$ cat config.mk
export PLATFORM = sky130hd
export DESIGN_NAME = lsu_dmem_if_flat
export DESIGN_NICKNAME = d
export VERILOG_FILES = /design/src/rtl/lsu_dmem_if_if.sv /design/src/rtl/lsu_dmem_if.sv /design/src/flat_wrapper.sv
export SDC_FILE = /design/constraint.sdc
export NUM_CORES = 1
export LEC_CHECK = 0
export CORE_UTILIZATION = 47
export CTS_CLUSTER_SIZE = 30
export DETAILED_ROUTE_END_ITERATION = 8
export GPL_TIMING_DRIVEN = 0
export PLACE_DENSITY = 0.89
export SYNTH_ARGS = -nofsm -noshare
export SYNTH_HDL_FRONTEND = slang
export SYNTH_SLANG_ARGS = --single-unit
$ cat constraint.sdc
create_clock -name clk -period 9 [get_ports clk]
set_input_delay 0.9 -clock clk [delete_from_list [all_inputs] [get_ports clk]]
set_output_delay 0.9 -clock clk [all_outputs]
set_load 0.05 [all_outputs]
$ cat src/rtl/lsu_dmem_if_if.sv
// ---------------------------------------------------------------------------
// lsu_dmem_if_if
// Data-memory bus between the load/store unit and the data memory.
//   dmem_req    : access request, held until dmem_ack
//   dmem_we     : 1 = write, 0 = read
//   dmem_addr   : word-aligned byte address
//   dmem_be     : byte enables (bit n = byte lane n)
//   dmem_wdata  : lane-replicated write data
//   dmem_ack    : access complete; dmem_rdata valid in the same cycle
//   dmem_rdata  : read data word
// Modports: master = load/store unit, slave = data memory.
// ---------------------------------------------------------------------------
interface lsu_dmem_if_if;
    logic        dmem_req;
    logic        dmem_we;
    logic [31:0] dmem_addr;
    logic [3:0]  dmem_be;
    logic [31:0] dmem_wdata;
    logic        dmem_ack;
    logic [31:0] dmem_rdata;

    modport master (
        output dmem_req, dmem_we, dmem_addr, dmem_be, dmem_wdata,
        input  dmem_ack, dmem_rdata
    );

    modport slave (
        input  dmem_req, dmem_we, dmem_addr, dmem_be, dmem_wdata,
        output dmem_ack, dmem_rdata
    );
endinterface

$ cat src/rtl/lsu_dmem_if.sv
// ---------------------------------------------------------------------------
// lsu_dmem_if
// Load/store unit between the control/ALU stage and data memory. Runs a
// request/acknowledge transaction (IDLE -> REQ -> DONE), stalling the core
// until the access completes. Stores get byte enables and lane-replicated
// data; loads are lane-selected, sign/zero-extended and registered.
//
// Parameter TIMEOUT : max REQ cycles without dmem_ack before abort (1..255).
// Ports:
//   clk, rst          : clock, asynchronous active-high reset
//   mem_rden/mem_wren : load / store request from control
//   l_sel / s_sel     : load type / store type
//   addr, st_data     : byte address, store data (rs2)
//   ld_data, ld_valid : registered load result, one-cycle valid pulse
//   stall             : hold the pipeline while high (combinational)
//   fault             : 00 ok, 01 misaligned/illegal, 10 timeout, 11 conflict
//   dmem              : data-memory bus (master side)
//
// Build option: define LSU_TIMEOUT_EN to implement the REQ timeout counter
// and fault code 10. Without it REQ waits indefinitely for dmem_ack.
// ---------------------------------------------------------------------------
module lsu_dmem_if #(
    parameter int TIMEOUT = 15
) (
    input  logic                 clk,
    input  logic                 rst,
    input  logic                 mem_rden,
    input  logic                 mem_wren,
    input  logic [2:0]           l_sel,
    input  logic [1:0]           s_sel,
    input  logic [31:0]          addr,
    input  logic [31:0]          st_data,
    output logic [31:0]          ld_data,
    output logic                 ld_valid,
    output logic                 stall,
    output logic [1:0]           fault,
    lsu_dmem_if_if.master        dmem
);

    typedef enum logic [1:0] {
        ST_IDLE = 2'd0,
        ST_REQ  = 2'd1,
        ST_DONE = 2'd2
    } state_t;

    // Reject out-of-range configurations at elaboration.
    if (TIMEOUT < 1 || TIMEOUT > 255) begin : g_timeout_range
        $error("lsu_dmem_if: TIMEOUT must be in 1..255");
    end

    // Byte enables for a store; loads always read the full word.
    function automatic logic [3:0] store_be(input logic [1:0] sel, input logic [1:0] lane);
        case (sel)
            2'b01:   store_be = 4'b0001 << lane;
            2'b10:   store_be = lane[1] ? 4'b1100 : 4'b0011;
            default: store_be = 4'b1111;
        endcase
    endfunction

    // Store data replicated across every lane the access may hit.
    function automatic logic [31:0] store_wdata(input logic [1:0] sel, input logic [31:0] d);
        case (sel)
            2'b01:   store_wdata = {4{d[7:0]}};
            2'b10:   store_wdata = {2{d[15:0]}};
            default: store_wdata = d;
        endcase
    endfunction

    // Lane select plus sign/zero extension of a read word.
    function automatic logic [31:0] load_format(input logic [2:0] sel, input logic [1:0] lane,
                                                input logic [31:0] rd);
        logic [31:0] shifted;
        logic [7:0]  b;
        logic [15:0] h;
        shifted = rd >> {lane, 3'b000};
        b       = shifted[7:0];
        h       = lane[1] ? rd[31:16] : rd[15:0];
        case (sel)
            3'b001:  load_format = {{24{b[7]}}, b};
            3'b010:  load_format = {{16{h[15]}}, h};
            3'b011:  load_format = {24'd0, b};
            3'b100:  load_format = {16'd0, h};
            3'b101:  load_format = rd;
            default: load_format = 32'd0;
        endcase
    endfunction

    // Misaligned access or an illegal type code for the active direction.
    function automatic logic access_bad(input logic is_load, input logic [2:0] ls,
                                        input logic [1:0] ss, input logic [1:0] lane);
        if (is_load) begin
            case (ls)
                3'b001, 3'b011: access_bad = 1'b0;
                3'b010, 3'b100: access_bad = lane[0];
                3'b101:         access_bad = (lane != 2'b00);
                default:        access_bad = 1'b1;
            endcase
        end else begin
            case (ss)
                2'b01:   access_bad = 1'b0;
                2'b10:   access_bad = lane[0];
                2'b11:   access_bad = (lane != 2'b00);
                default: access_bad = 1'b1;
            endcase
        end
    endfunction

    state_t      state_r, state_n;
    logic [31:0] addr_r, wdata_r, ld_data_r;
    logic [3:0]  be_r;
    logic [1:0]  lane_r, fault_r;
    logic [2:0]  l_sel_r;
    logic        we_r, ld_valid_r;

    logic        stall_s, capture_s, enter_done_s, load_ok_s, timeout_s;
    logic [1:0]  done_fault_s;

`ifdef LSU_TIMEOUT_EN
    localparam logic [7:0] TO_LAST = 8'(TIMEOUT - 1);
    logic [7:0] cnt_r;

    // Timeout counter: zero outside REQ, counts REQ cycles without ack.
    always_ff @(posedge clk or posedge rst) begin
        if (rst) begin
            cnt_r <= 8'd0;
        end else if (state_r != ST_REQ) begin
            cnt_r <= 8'd0;
        end else if (!dmem.dmem_ack) begin
            cnt_r <= cnt_r + 8'd1;
        end
    end

    assign timeout_s = (cnt_r == TO_LAST);
`else
    assign timeout_s = 1'b0;
`endif

    // Next-state and transaction control decode.
    always_comb begin
        state_n      = state_r;
        stall_s      = 1'b0;
        capture_s    = 1'b0;
        enter_done_s = 1'b0;
        load_ok_s    = 1'b0;
        done_fault_s = 2'b00;
        case (state_r)
            ST_IDLE: begin
                stall_s = mem_rden | mem_wren;
                if (mem_rden | mem_wren) begin
                    capture_s = 1'b1;
                    if (mem_rden && mem_wren) begin
                        state_n      = ST_DONE;
                        enter_done_s = 1'b1;
                        done_fault_s = 2'b11;
                    end else if (access_bad(mem_rden, l_sel, s_sel, addr[1:0])) begin
                        state_n      = ST_DONE;
                        enter_done_s = 1'b1;
                        done_fault_s = 2'b01;
                    end else begin
                        state_n = ST_REQ;
                    end
                end else begin
                    state_n = ST_IDLE;
                end
            end
            ST_REQ: begin
                stall_s = 1'b1;
                // Ack is tested first so it wins over a simultaneous timeout.
                if (dmem.dmem_ack) begin
                    state_n      = ST_DONE;
                    enter_done_s = 1'b1;
                    load_ok_s    = ~we_r;
                end else if (timeout_s) begin
                    state_n      = ST_DONE;
                    enter_done_s = 1'b1;
                    done_fault_s = 2'b10;
                end else begin
                    state_n = ST_REQ;
                end
            end
            ST_DONE: begin
                state_n = ST_IDLE;
            end
            default: begin
                state_n = ST_IDLE;
            end
        endcase
    end

    // State, captured request and registered results.
    always_ff @(posedge clk or posedge rst) begin
        if (rst) begin
            state_r    <= ST_IDLE;
            addr_r     <= 32'd0;
            wdata_r    <= 32'd0;
            be_r       <= 4'd0;
            lane_r     <= 2'd0;
            l_sel_r    <= 3'd0;
            we_r       <= 1'b0;
            ld_data_r  <= 32'd0;
            ld_valid_r <= 1'b0;
            fault_r    <= 2'b00;
        end else begin
            state_r    <= state_n;
            ld_valid_r <= load_ok_s;
            if (capture_s) begin
                addr_r  <= {addr[31:2], 2'b00};
                lane_r  <= addr[1:0];
                l_sel_r <= l_sel;
                we_r    <= mem_wren;
                be_r    <= mem_wren ? store_be(s_sel, addr[1:0]) : 4'b1111;
                wdata_r <= store_wdata(s_sel, st_data);
            end
            if (enter_done_s) begin
                fault_r <= done_fault_s;
                if (done_fault_s != 2'b00) begin
                    ld_data_r <= 32'd0;
                end else if (load_ok_s) begin
                    ld_data_r <= load_format(l_sel_r, lane_r, dmem.dmem_rdata);
                end
            end
        end
    end

    // Stall must not hold the core while it is being reset.
    assign stall            = stall_s & ~rst;
    assign ld_data          = ld_data_r;
    assign ld_valid         = ld_valid_r;
    assign fault            = fault_r;
    assign dmem.dmem_req    = (state_r == ST_REQ);
    assign dmem.dmem_we     = we_r;
    assign dmem.dmem_addr   = addr_r;
    assign dmem.dmem_be     = be_r;
    assign dmem.dmem_wdata  = wdata_r;

endmodule

$ cat src/flat_wrapper.sv
// flat-port wrapper written by rule: the top's interface ports become plain ports
module lsu_dmem_if_flat 
#(
    parameter int TIMEOUT = 15
)
  (clk, rst, mem_rden, mem_wren, l_sel, s_sel, addr, st_data, ld_data, ld_valid, stall, fault, dmem_dmem_req, dmem_dmem_we, dmem_dmem_addr, dmem_dmem_be, dmem_dmem_wdata, dmem_dmem_ack, dmem_dmem_rdata);
  lsu_dmem_if_if dmem_i ();
  input  logic clk;
  input  logic rst;
  input  logic mem_rden;
  input  logic mem_wren;
  input  logic [2:0] l_sel;
  input  logic [1:0] s_sel;
  input  logic [31:0] addr;
  input  logic [31:0] st_data;
  output logic [31:0] ld_data;
  output logic ld_valid;
  output logic stall;
  output logic [1:0] fault;
  output wire logic [$bits(dmem_i.dmem_req)-1:0] dmem_dmem_req;
  output wire logic [$bits(dmem_i.dmem_we)-1:0] dmem_dmem_we;
  output wire logic [$bits(dmem_i.dmem_addr)-1:0] dmem_dmem_addr;
  output wire logic [$bits(dmem_i.dmem_be)-1:0] dmem_dmem_be;
  output wire logic [$bits(dmem_i.dmem_wdata)-1:0] dmem_dmem_wdata;
  input wire logic [$bits(dmem_i.dmem_ack)-1:0] dmem_dmem_ack;
  input wire logic [$bits(dmem_i.dmem_rdata)-1:0] dmem_dmem_rdata;
  assign dmem_dmem_req = dmem_i.dmem_req;
  assign dmem_dmem_we = dmem_i.dmem_we;
  assign dmem_dmem_addr = dmem_i.dmem_addr;
  assign dmem_dmem_be = dmem_i.dmem_be;
  assign dmem_dmem_wdata = dmem_i.dmem_wdata;
  assign dmem_i.dmem_ack = dmem_dmem_ack;
  assign dmem_i.dmem_rdata = dmem_dmem_rdata;
  lsu_dmem_if #(.TIMEOUT(TIMEOUT)) u_core (.clk(clk), .rst(rst), .mem_rden(mem_rden), .mem_wren(mem_wren), .l_sel(l_sel), .s_sel(s_sel), .addr(addr), .st_data(st_data), .ld_data(ld_data), .ld_valid(ld_valid), .stall(stall), .fault(fault), .dmem(dmem_i));
endmodule
==> results of run 1 <==
==> synth_stat cells (4+ instances only) <==
library cell	instances	share of area, %
a22o_1	11	1.8
buf_2	4	0.38
clkbuf_1	36	2.6
a21oi_1	46	4.4
dfrtp_1	109	52
a221o_1	8	1.5
mux2_1	6	1.3
inv_1	5	0.36
o211a_1	8	1.5
nand3_1	10	0.96
nor3b_1	12	1.7
o22ai_1	32	3.8
buf_1	5	0.36
nand2_1	167	12
a222oi_1	7	1.3
a32oi_1	7	1.2
nor2_1	26	1.9
nand2b_1	18	2.2
ha_1	4	0.96
==> metrics by stage <==
| step | utilization (%) | setup WS [ns] | hold slack, ns | total power, mW |
|---|---|---|---|---|
| final | 70.9 | 5.62 | 0.480 | 2.81 |
| after global routing | 70.9 | 5.56 | 0.511 | 2.95 |
| after CTS | 70.9 | 5.61 | 0.486 | 2.81 |
| after detailed placement | 69.2 | 5.62 | 0.462 | 2.52 |
| after global placement | 68.9 | 3.74 | 0.459 | 2.48 |
| after floorplan | - | 5.23 | 0.549 | 1.92 |
==> sequential cells by signal, summed over array words and instances, names as in the netlist <==
signal,flops
u_core.dmem.dmem_we,1
u_core.dmem.dmem_be,4
u_core.dmem.dmem_addr,30
u_core.ld_valid,1
u_core.l_sel_r,3
u_core.dmem.dmem_wdata,32
u_core.lane_r,2
u_core.fault,2
u_core.state_r,2
u_core.ld_data,32
==> path summary, 6_finish.rpt <==
path                            slack [ns]                    endpoint  cells after the start
worst max-delay path                  5.62                       stall                      3
worst min-delay path                  0.48   u_core.dmem.dmem_addr[11]                      2
worst max register to register        6.57          u_core.ld_data[14]                      5
worst min register to register        0.48   u_core.dmem.dmem_addr[11]                      2
max in group asynchronous             7.22          u_core.ld_data[12]                      3
min in group asynchronous             1.07  u_core.dmem.dmem_wdata[22]                      2
==> area by class of cell <==
| class | instances | area, um2 |
|---|---|---|
| Buffer | 50 | 223 |
| Clock buffer | 13 | 169 |
| Clock inverter | 3 | 18.8 |
| Fill cell | 825 | 3160 |
| Inverter | 6 | 25.0 |
| Multi-Input combinational cell | 405 | 2260 |
| Sequential cell | 109 | 2730 |
| Tap cell | 140 | 175 |
| Timing Repair Buffer | 207 | 2090 |
==> power by group <==
part	total [mW]	switching, mW	internal [mW]
clock	0.286	0.163	0.123
combinational	1.74	1.15	0.584
sequential	0.791	0.119	0.672
total	2.81	1.43	1.38
==> worst register-to-register path, stage by stage (launching register included) <==
cell	delay [ns]
dfrtp_1	0.43
nor2_1	0.39
o21ai_1	0.34
a211oi_2	0.62
clkbuf_1	0.39
o22ai_1	0.13
==> layer usage <==
| metal | GRT usage [%] | vias up |
|---|---|---|
| met4 | 13.2 | 0 |
| met3 | 8.47 | 33 |
| met1 | 36.1 | 2513 |
| met2 | 51.7 | 290 |
| li1 | - | 2405 |
| met5 | 0 | - |
==> cells by family after synthesis <==
family	count (synthesis)	share of synthesized area [%]
compound gates	137	18.3
other cells	1	0.0718
buf+inv	56	4.69
mux	10	2.37
flops	109	52.2
fa+ha+maj	4	0.958
simple gates	251	21.2
xor+xnor	1	0.168
==> qor.yml, run 1 <==
top_layer_used: "met4"
drtPass1Iterations: 5
nets: 898
die_height_um: 107
placementRows: 38
worstSetupEndpointType: "output pin"
synth_edf_count: 0
cts_buffers: 9
post_cts_buffers: 0
cts_max_level: 3
required_ns: 8.10
vias_per_cell: 5.62
cp-startpoint: "rst"
critical_path_class: "in -> out"
path_max_fanout: 2
min_period_over_period_pct: 37.5
dieArea_um2: 11500
grt_first_pass_wirelength_mm: 26.8
antenna_found_initial: 0
ys_warn_count: 0
slew_violations: 0
cts_tree: "yes"
hpwlAfterDp_mm: 12.8
drt_first_iter_violations: 397
clock-sinks: 109
clock_path_buffers: 2
start_kind: "input pin"
maxSlewHeadroom_pct: 47.0
grt_pass1_vias: 5366
wl_mm: 17.0
yosysSeqAreaShare_pct: 52.2
wl_met1_mm: 6.57
initial_core_util_pct: 48.2
grt_max_degree: 63
period_minus_slack_ns: 3.38
hp-start: "u_core.dmem.dmem_addr[11]"
syn_to_final_growth_pct: 47.0
vias: 5241
setup_viol: 0
synthCells: 569
path_cells: "clkdlybuf4s50_1 > nor3_1 > clkdlybuf4s50_1"
p_per_area_nw_per_um2: 366
antennaDiodeCount: 0
clkTransAtPathRegs_ns: 0.10
status: "finished, final reports clean"
finalClockSkew_ns: 0.00555
place_inst: 917
power.leakage_nw: 3.31
coreArea_um2: 10800
worstMarginPinSlew_ns: 0.795
cts_resized: 0
rsz0062_at_grt: "no"
max_freq_mhz: 296
ir_drop_mv: 0.256
hold_violations: 0
syn_avg_cell_area_um2: 9.18
holdCritPathClass: "reg -> reg"
timing.rr.start: "u_core.state_r[1]"
grt_usage_pct: 30.4
grt-ovfl-total: 0
fin_area_um2: 7680
synth_flop_cell: "dfrtp_1"
wl_per_cell_um: 18.2
gp_congestion: 0.924
placed_area_um2: 7500
cpMaxStageDelayCell: "clkdlybuf4s50_1"
drc: 0
cp.arrival_ns: 2.48
drv_cap: 0
synth_cell_types: 47
crit_buf_inv: 2
io_buffer_count: 206
dr_wl_met2_mm: 8.25
final_cell_mix: "clkdlybuf4s50_1 (206), nand2_1 (167), dfrtp_1 (109)"
synth-seq-cells: 109
met3WireLength_mm: 1.72
worst_path_most_repeated_cell: "clkdlybuf4s50_1"
final_cells: 933
tns_ns: 0
netlist_area_um2: 5230
cts_root_buf: "clkbuf_8"
timing.critical_path.max_delay_family: "buffers and inverters"
fp.dieW_um: 107
postRouteAntennaNets: 0
clock_latency_ns: 0.37
async_flop_share_pct: 100
cts_hold_buf: 0
max_stage_delay_ns: 0.87
final_common_cell: "clkdlybuf4s50_1"
layout-drive-gt1-share_pct: 4.29
io_pins: 212
Note: power is estimated with default switching activity, not from simulation.
==> inputs of run 2 (changes only) <==
- CORE_UTILIZATION: 47 -> 39
- PLACE_DENSITY: 0.89 -> 0.79
- clock period: 9 -> 2.9 ns (I/O delays scaled with it)
==> run 2 against run 1 <==
Net effect: register-to-register slack lost 6.1 ns; total power grew to 3.2 times the previous value; worst setup slack lost 5.2 ns; wire length grew 1.0%; via count shrank 0.78%; combinational power grew to 3.1 times the previous value; flip-flop and latch count is the same; critical endpoint is now u_core.ld_data[13]; largest power group unchanged.
==> qor.yml, run 2 (synthesis gave the netlist of run 1 again) <==
grt_max_degree: 44  # was 63
required_ns: 3.11  # was 8.10 ns
rsz0062_at_grt: "no"  # unchanged
vias: 5200  # was 5241
clock_latency_ns: 0.36  # was 0.37 ns
worstMarginPinSlew_ns: 0.713  # was 0.795 ns
clock-sinks: 109  # unchanged
critical_path_class: "reg -> reg"  # was in -> out
hpwlAfterDp_mm: 12.9  # was 12.8 mm
worstHoldPathCells: 3  # was 2
syn_to_final_growth_pct: 50.4  # was 47.0%
ir_drop_mv: 0.856  # was 0.256 mV
drc: 0  # unchanged
hold_violations: 0  # unchanged
hp-start: "mem_rden"  # was u_core.dmem.dmem_addr[11]
period_minus_slack_ns: 2.48
drt_first_iter_violations: 442  # was 397
fp.dieW_um: 118  # was 107 um
setup_viol: 0  # unchanged
post_cts_buffers: 0  # unchanged
r2r-end: "u_core.ld_data[13]"  # was u_core.ld_data[14]
worstSetupEndpointType: "register"  # was output pin
finalPower_mw: 9.14  # was 2.81 mW
wl_mm: 17.2  # was 17.0 mm
power.share.clock_pct: 14.1  # was 10.2%
holdCritPathClass: "in -> reg"  # was reg -> reg
io_buffer_count: 206  # unchanged
cp.arrival_ns: 2.69  # was 2.48 ns
finalClockSkew_ns: 0.00687  # was 0.00555 ns
fin_util_pct: 61.3  # was 70.9%
max_freq_mhz: 404
grt-ovfl-total: 0  # unchanged
cts_buffers: 9  # unchanged
clock_path_buffers: 2  # unchanged
grt_pass1_vias: 5257  # was 5366
path_max_fanout: 10  # was 2
p_int_mw: 4.59  # was 1.38 mW
power_frac_comb_pct: 59.0  # was 61.7%
placementRows: 41  # was 38
status: "finished, final reports clean"  # unchanged
drtPass1Iterations: 5  # unchanged
fillers: 1066  # was 825
cts_resized: 0  # unchanged
final_common_cell: "clkdlybuf4s50_1"  # unchanged
antennaDiodeCount: 0  # unchanged
tns_ns: 0  # unchanged
layout-drive-gt1-share_pct: 4.53  # was 4.29%
cts_root_buf: "clkbuf_16"  # was clkbuf_8
antenna_found_initial: 0  # unchanged
min_period_over_period_pct: 85.4
p_sw_mw: 4.55  # was 1.43 mW
vias_per_cell: 5.38  # was 5.62
wl_per_cell_um: 17.8  # was 18.2 um
reg2reg_depth: 5  # unchanged
gp_congestion: 0.904  # was 0.924
grt_first_pass_wirelength_mm: 27.5  # was 26.8 mm
die_height_um: 118  # was 107 um
holdPathEnd: "u_core.fault[1]"  # was u_core.dmem.dmem_addr[11]
nets: 899  # was 898
p_sw_share_pct: 49.8  # was 50.9%
p_seq_share_pct: 27.0  # was 28.1%
p_per_area_nw_per_um2: 1160  # was 366 nW/um2
initial_core_util_pct: 40.8  # was 48.2%
cts_max_level: 3  # unchanged
final_cell_mix: "clkdlybuf4s50_1 (206), nand2_1 (167), dfrtp_1 (109)"  # unchanged
cts_tree: "yes"  # unchanged
drv_cap: 0  # unchanged
cts_hold_buf: 0  # unchanged
slew_violations: 0  # unchanged
coreArea_um2: 12800  # was 10800 um2
clkTransAtPathRegs_ns: 0.08  # was 0.10 ns
dieArea_um2: 13900  # was 11500 um2
io_pins: 212  # unchanged
postRouteAntennaNets: 0  # unchanged
grt_usage_pct: 25.4  # was 30.4%
power.leakage_nw: 3.36  # was 3.31 nW
timing.rr.start: "u_core.state_r[0]"  # was u_core.state_r[1]
start_kind: "register"  # was input pin
worst-r2r-setup-slack_ns: 0.42  # was 6.57 ns
maxSlewHeadroom_pct: 52.4  # was 47.0%
run 2: layout make-up:
type | instances | area [um2] | share of cell area [%]
clock inverters | 7 | 82.6 | 1.05
well taps | 172 | 215 | 2.74
inverters | 6 | 26.3 | 0.334
plain buffers | 50 | 223 | 2.83
flip-flops and latches | 109 | 2730 | 34.7
multi-input cells | 405 | 2260 | 28.7
clock buffers | 9 | 225 | 2.87
repair buffers | 208 | 2100 | 26.7
run 2: power groups by stage:
| stage | clock, mW | sequential (mW) | combinational [mW] |
|---|---|---|---|
| after floorplan | 0 | 4.27 | 1.70 |
| after global placement | 0 | 2.45 | 5.29 |
| after detailed placement | 0 | 2.47 | 5.37 |
| after CTS | 1.31 | 2.47 | 5.39 |
| after global routing | 1.37 | 2.53 | 5.68 |
| final | 1.28 | 2.47 | 5.39 |
run 2: how the worst max path moves through the flow:
stage | endpoint | slack (ns) | from | cells after the start
3_3_place_gp | u_core.dmem.dmem_addr[15] | 0.25 | rst | 2
3_5_place_dp | u_core.ld_data[13] | 0.25 | s_sel[0] | 7
4_1_cts | u_core.ld_data[13] | 0.44 | u_core.state_r[0] | 5
5_1_grt | u_core.ld_data[13] | 0.23 | u_core.state_r[0] | 5
6_report | u_core.ld_data[13] | 0.42 | u_core.state_r[0] | 5
2_1_floorplan | u_core.ld_data[0] | 0.95 | u_core.l_sel_r[1] | 7
run 2: through the flow:
step	hold WS (ns)	cell area [um2]	instances	setup slack, ns
after CTS	0.277	7860	966	0.438
final	0.281	7860	966	0.422
after detailed placement	0.461	7550	950	0.250
after global placement	0.458	7510	948	0.247
after global routing	0.325	7860	966	0.233
after floorplan	0.395	5230	570	0.947
run 2: worst max-delay path, stage by stage (launching register included):
cell and delay [ns]:
dfrtp_1 0.41, nor2_1 0.38, o21ai_1 0.33, a211oi_2 0.65
clkbuf_1 0.41, o22ai_1 0.14
run 2: per-layer routing:
metal | track usage (%) | up-vias | share of wire (%)
met5 | 0 | - | 0
met4 | 10.9 | 0 | 2.9
met3 | 9.88 | 34 | 11
met2 | 41.0 | 264 | 47
met1 | 29.9 | 2486 | 39
li1 | - | 2416 | -
==> inputs of run 3 (changes only) <==
- SKIP_CTS_REPAIR_TIMING: unset -> 1
==> results of run 3 <==
Same layout as run 2: the final DEF is identical, and so are final timing and power.
==> patch: new RTL, config.mk and constraints of run 2 <==
The option `LSU_TIMEOUT_EN` is turned on by a define.
--- a/src/rtl/lsu_dmem_if.sv
+++ b/src/rtl/lsu_dmem_if.sv
@@ -19,6 +19,8 @@
 // Build option: define LSU_TIMEOUT_EN to implement the REQ timeout counter
 // and fault code 10. Without it REQ waits indefinitely for dmem_ack.
 // ---------------------------------------------------------------------------
+`define LSU_TIMEOUT_EN
+
 module lsu_dmem_if #(
     parameter int TIMEOUT = 15
 ) (
Check against the original RTL: same outputs for any inputs over 4 cycles, from zero or initial values and one cycle with rst high; that may be too few to reach the edited logic, so the function may still have changed.
==> patch against run 2 <==
Setup slack better by 0.24 ns; synthesized area up 7.8%; design area up 9.9%; sequential cell count up 8; power up 12%; final cell count up 7.5%; wire length down 3.3%; count of clock-buffer cells in the layout up 9; critical endpoint is now dmem_dmem_req; largest power group unchanged; highest routed layer unchanged.
==> patch: results <==
export IMPL_grtUsageMet3_pct=9.27
export IMPL_clk_pin_slew_ns=0.06
export IMPL_clk_latency_ns=0.42
export IMPL_place_congestion=0.912
export IMPL_synth_adder_area_share_pct=1.33
export IMPL_htreeDepth=4
export IMPL_yosys_top_cells_area="dfrtp_1 52%, nand2_1 10%, a21oi_1 5.5%"
export IMPL_clock_fmax_mhz=447
export IMPL_min_from="dmem_dmem_ack"
export IMPL_dr_pass1_iters=5
export IMPL_yosysWarnings=0
export IMPL_r2r_cells=8
export IMPL_dpl_hpwl_um=12200
export IMPL_via_per_inst=5.18
export IMPL_grt_pass1_wl_um=26500
export IMPL_ys_top_cells_by_count="152 x nand2_1, 117 x dfrtp_1, 62 x a21oi_1"
export IMPL_synth_compound_area_share_pct=18.6
export IMPL_synth_mux_area_share_pct=1.60
export IMPL_status="completed"
export IMPL_antennaDiodeCount=0
export IMPL_reg2reg_from="u_core.cnt_r[0]$_DFFE_PP0P_"
export IMPL_cp_endpoint="dmem_dmem_req"
export IMPL_place_ws_ns=0.525
export IMPL_reg2reg_to="u_core.ld_data[21]$_DFFE_PP0P_"
export IMPL_cp_max_fo=3
export IMPL_cts_buffers=17
export IMPL_grt_max_degree=36
export IMPL_drive_above_1_share_pct=7.69
export IMPL_ys_seq_area_share_pct=52.0
export IMPL_wl_per_cell_um=16.0
export IMPL_end_kind="output port"
export IMPL_grt_pass1_vias=5261
export IMPL_tightest_slew_ns=0.798
export IMPL_drt_iter0_drc=384
export IMPL_synth_top_family_by_area="simple AND/OR/NAND/NOR gates"
export IMPL_nFillCells=1181
export IMPL_cpPeakStageDelay_ns=0.83
export IMPL_placedInstanceArea_um2=8000
export IMPL_vdd_drop_max_mv=0.818
export IMPL_grt_use_total_pct=23.4
export IMPL_ys_types=50
export IMPL_use_met2_pct=36.3
export IMPL_cpMaxStageDelayCell="clkdlybuf4s50_1"
export IMPL_synth_xor_area_share_pct=1.09
export IMPL_nets=957
export IMPL_antenna_found_initial=0
export IMPL_hold_class="input pin to register"
export IMPL_startpoint="u_core.state_r[1]$_DFF_PP0_"
export IMPL_power_leakage_nw=3.74
export IMPL_r2r_setup_slack_ns=0.72
export IMPL_clock_skew_final_ns=0.00649
export IMPL_grtUsageMet1_pct=29.0
## patch: final cells by class
type | instances | area share, %
clock inverters | 14 | 2.42
well taps | 180 | 2.61
repair buffers | 209 | 24.7
plain buffers | 46 | 2.56
clock buffers | 18 | 4.97
inverters | 9 | 0.435
multi-input cells | 445 | 28.4
flip-flops and latches | 117 | 33.9
## patch: worst min-delay path by stage
stage,to,depth (start not counted),slack (ns)
4_1_cts,u_core.state_r[0]$_DFF_PP0_,2,0.21
2_1_floorplan,u_core.dmem.dmem_addr[10]$_DFFE_PP0P_,2,0.40
3_3_place_gp,u_core.dmem.dmem_addr[6]$_DFFE_PP0P_,2,0.46
6_report,u_core.state_r[0]$_DFF_PP0_,2,0.23
3_5_place_dp,u_core.dmem.dmem_wdata[7]$_DFFE_PP0P_,2,0.46
5_1_grt,u_core.state_r[0]$_DFF_PP0_,2,0.24
## patch: report_power, final
part	internal [W]	switching, W
Combinational	0.00177	0.00359
Sequential	0.00225	0.000362
Clock	0.00152	0.000767
## patch: routing by layer
layer,part of all wire (%),vias to the layer above
li1,-,2569
met3,9.7,29
met2,47,237
met5,0,-
met1,42,2547
met4,2.2,0
## patch: critical path: cells and delay by family, from the launching register on
family        cells  cell delay [ns]
buf+inv           2             0.93
simple gates      1             0.18
flops             1             0.42
## patch: metrics by stage
step | utilization (%) | cells | hold WS [ns]
global placement | 56.7 | 1003 | 0.457
finish | 61.7 | 1038 | 0.227
detailed placement | 57.2 | 1006 | 0.461
CTS | 61.7 | 1038 | 0.209
global route | 61.7 | 1038 | 0.240
floorplan | - | 617 | 0.395
## patch: cell families after synthesis
family                     Yosys count
and+or+nand+nor                    270
AOI/OAI and AO/OA                  151
DFF                                117
buffers and inverters               55
muxes                                9
xor gates and xnor gates             7
adders and majority gates            6
other                                1
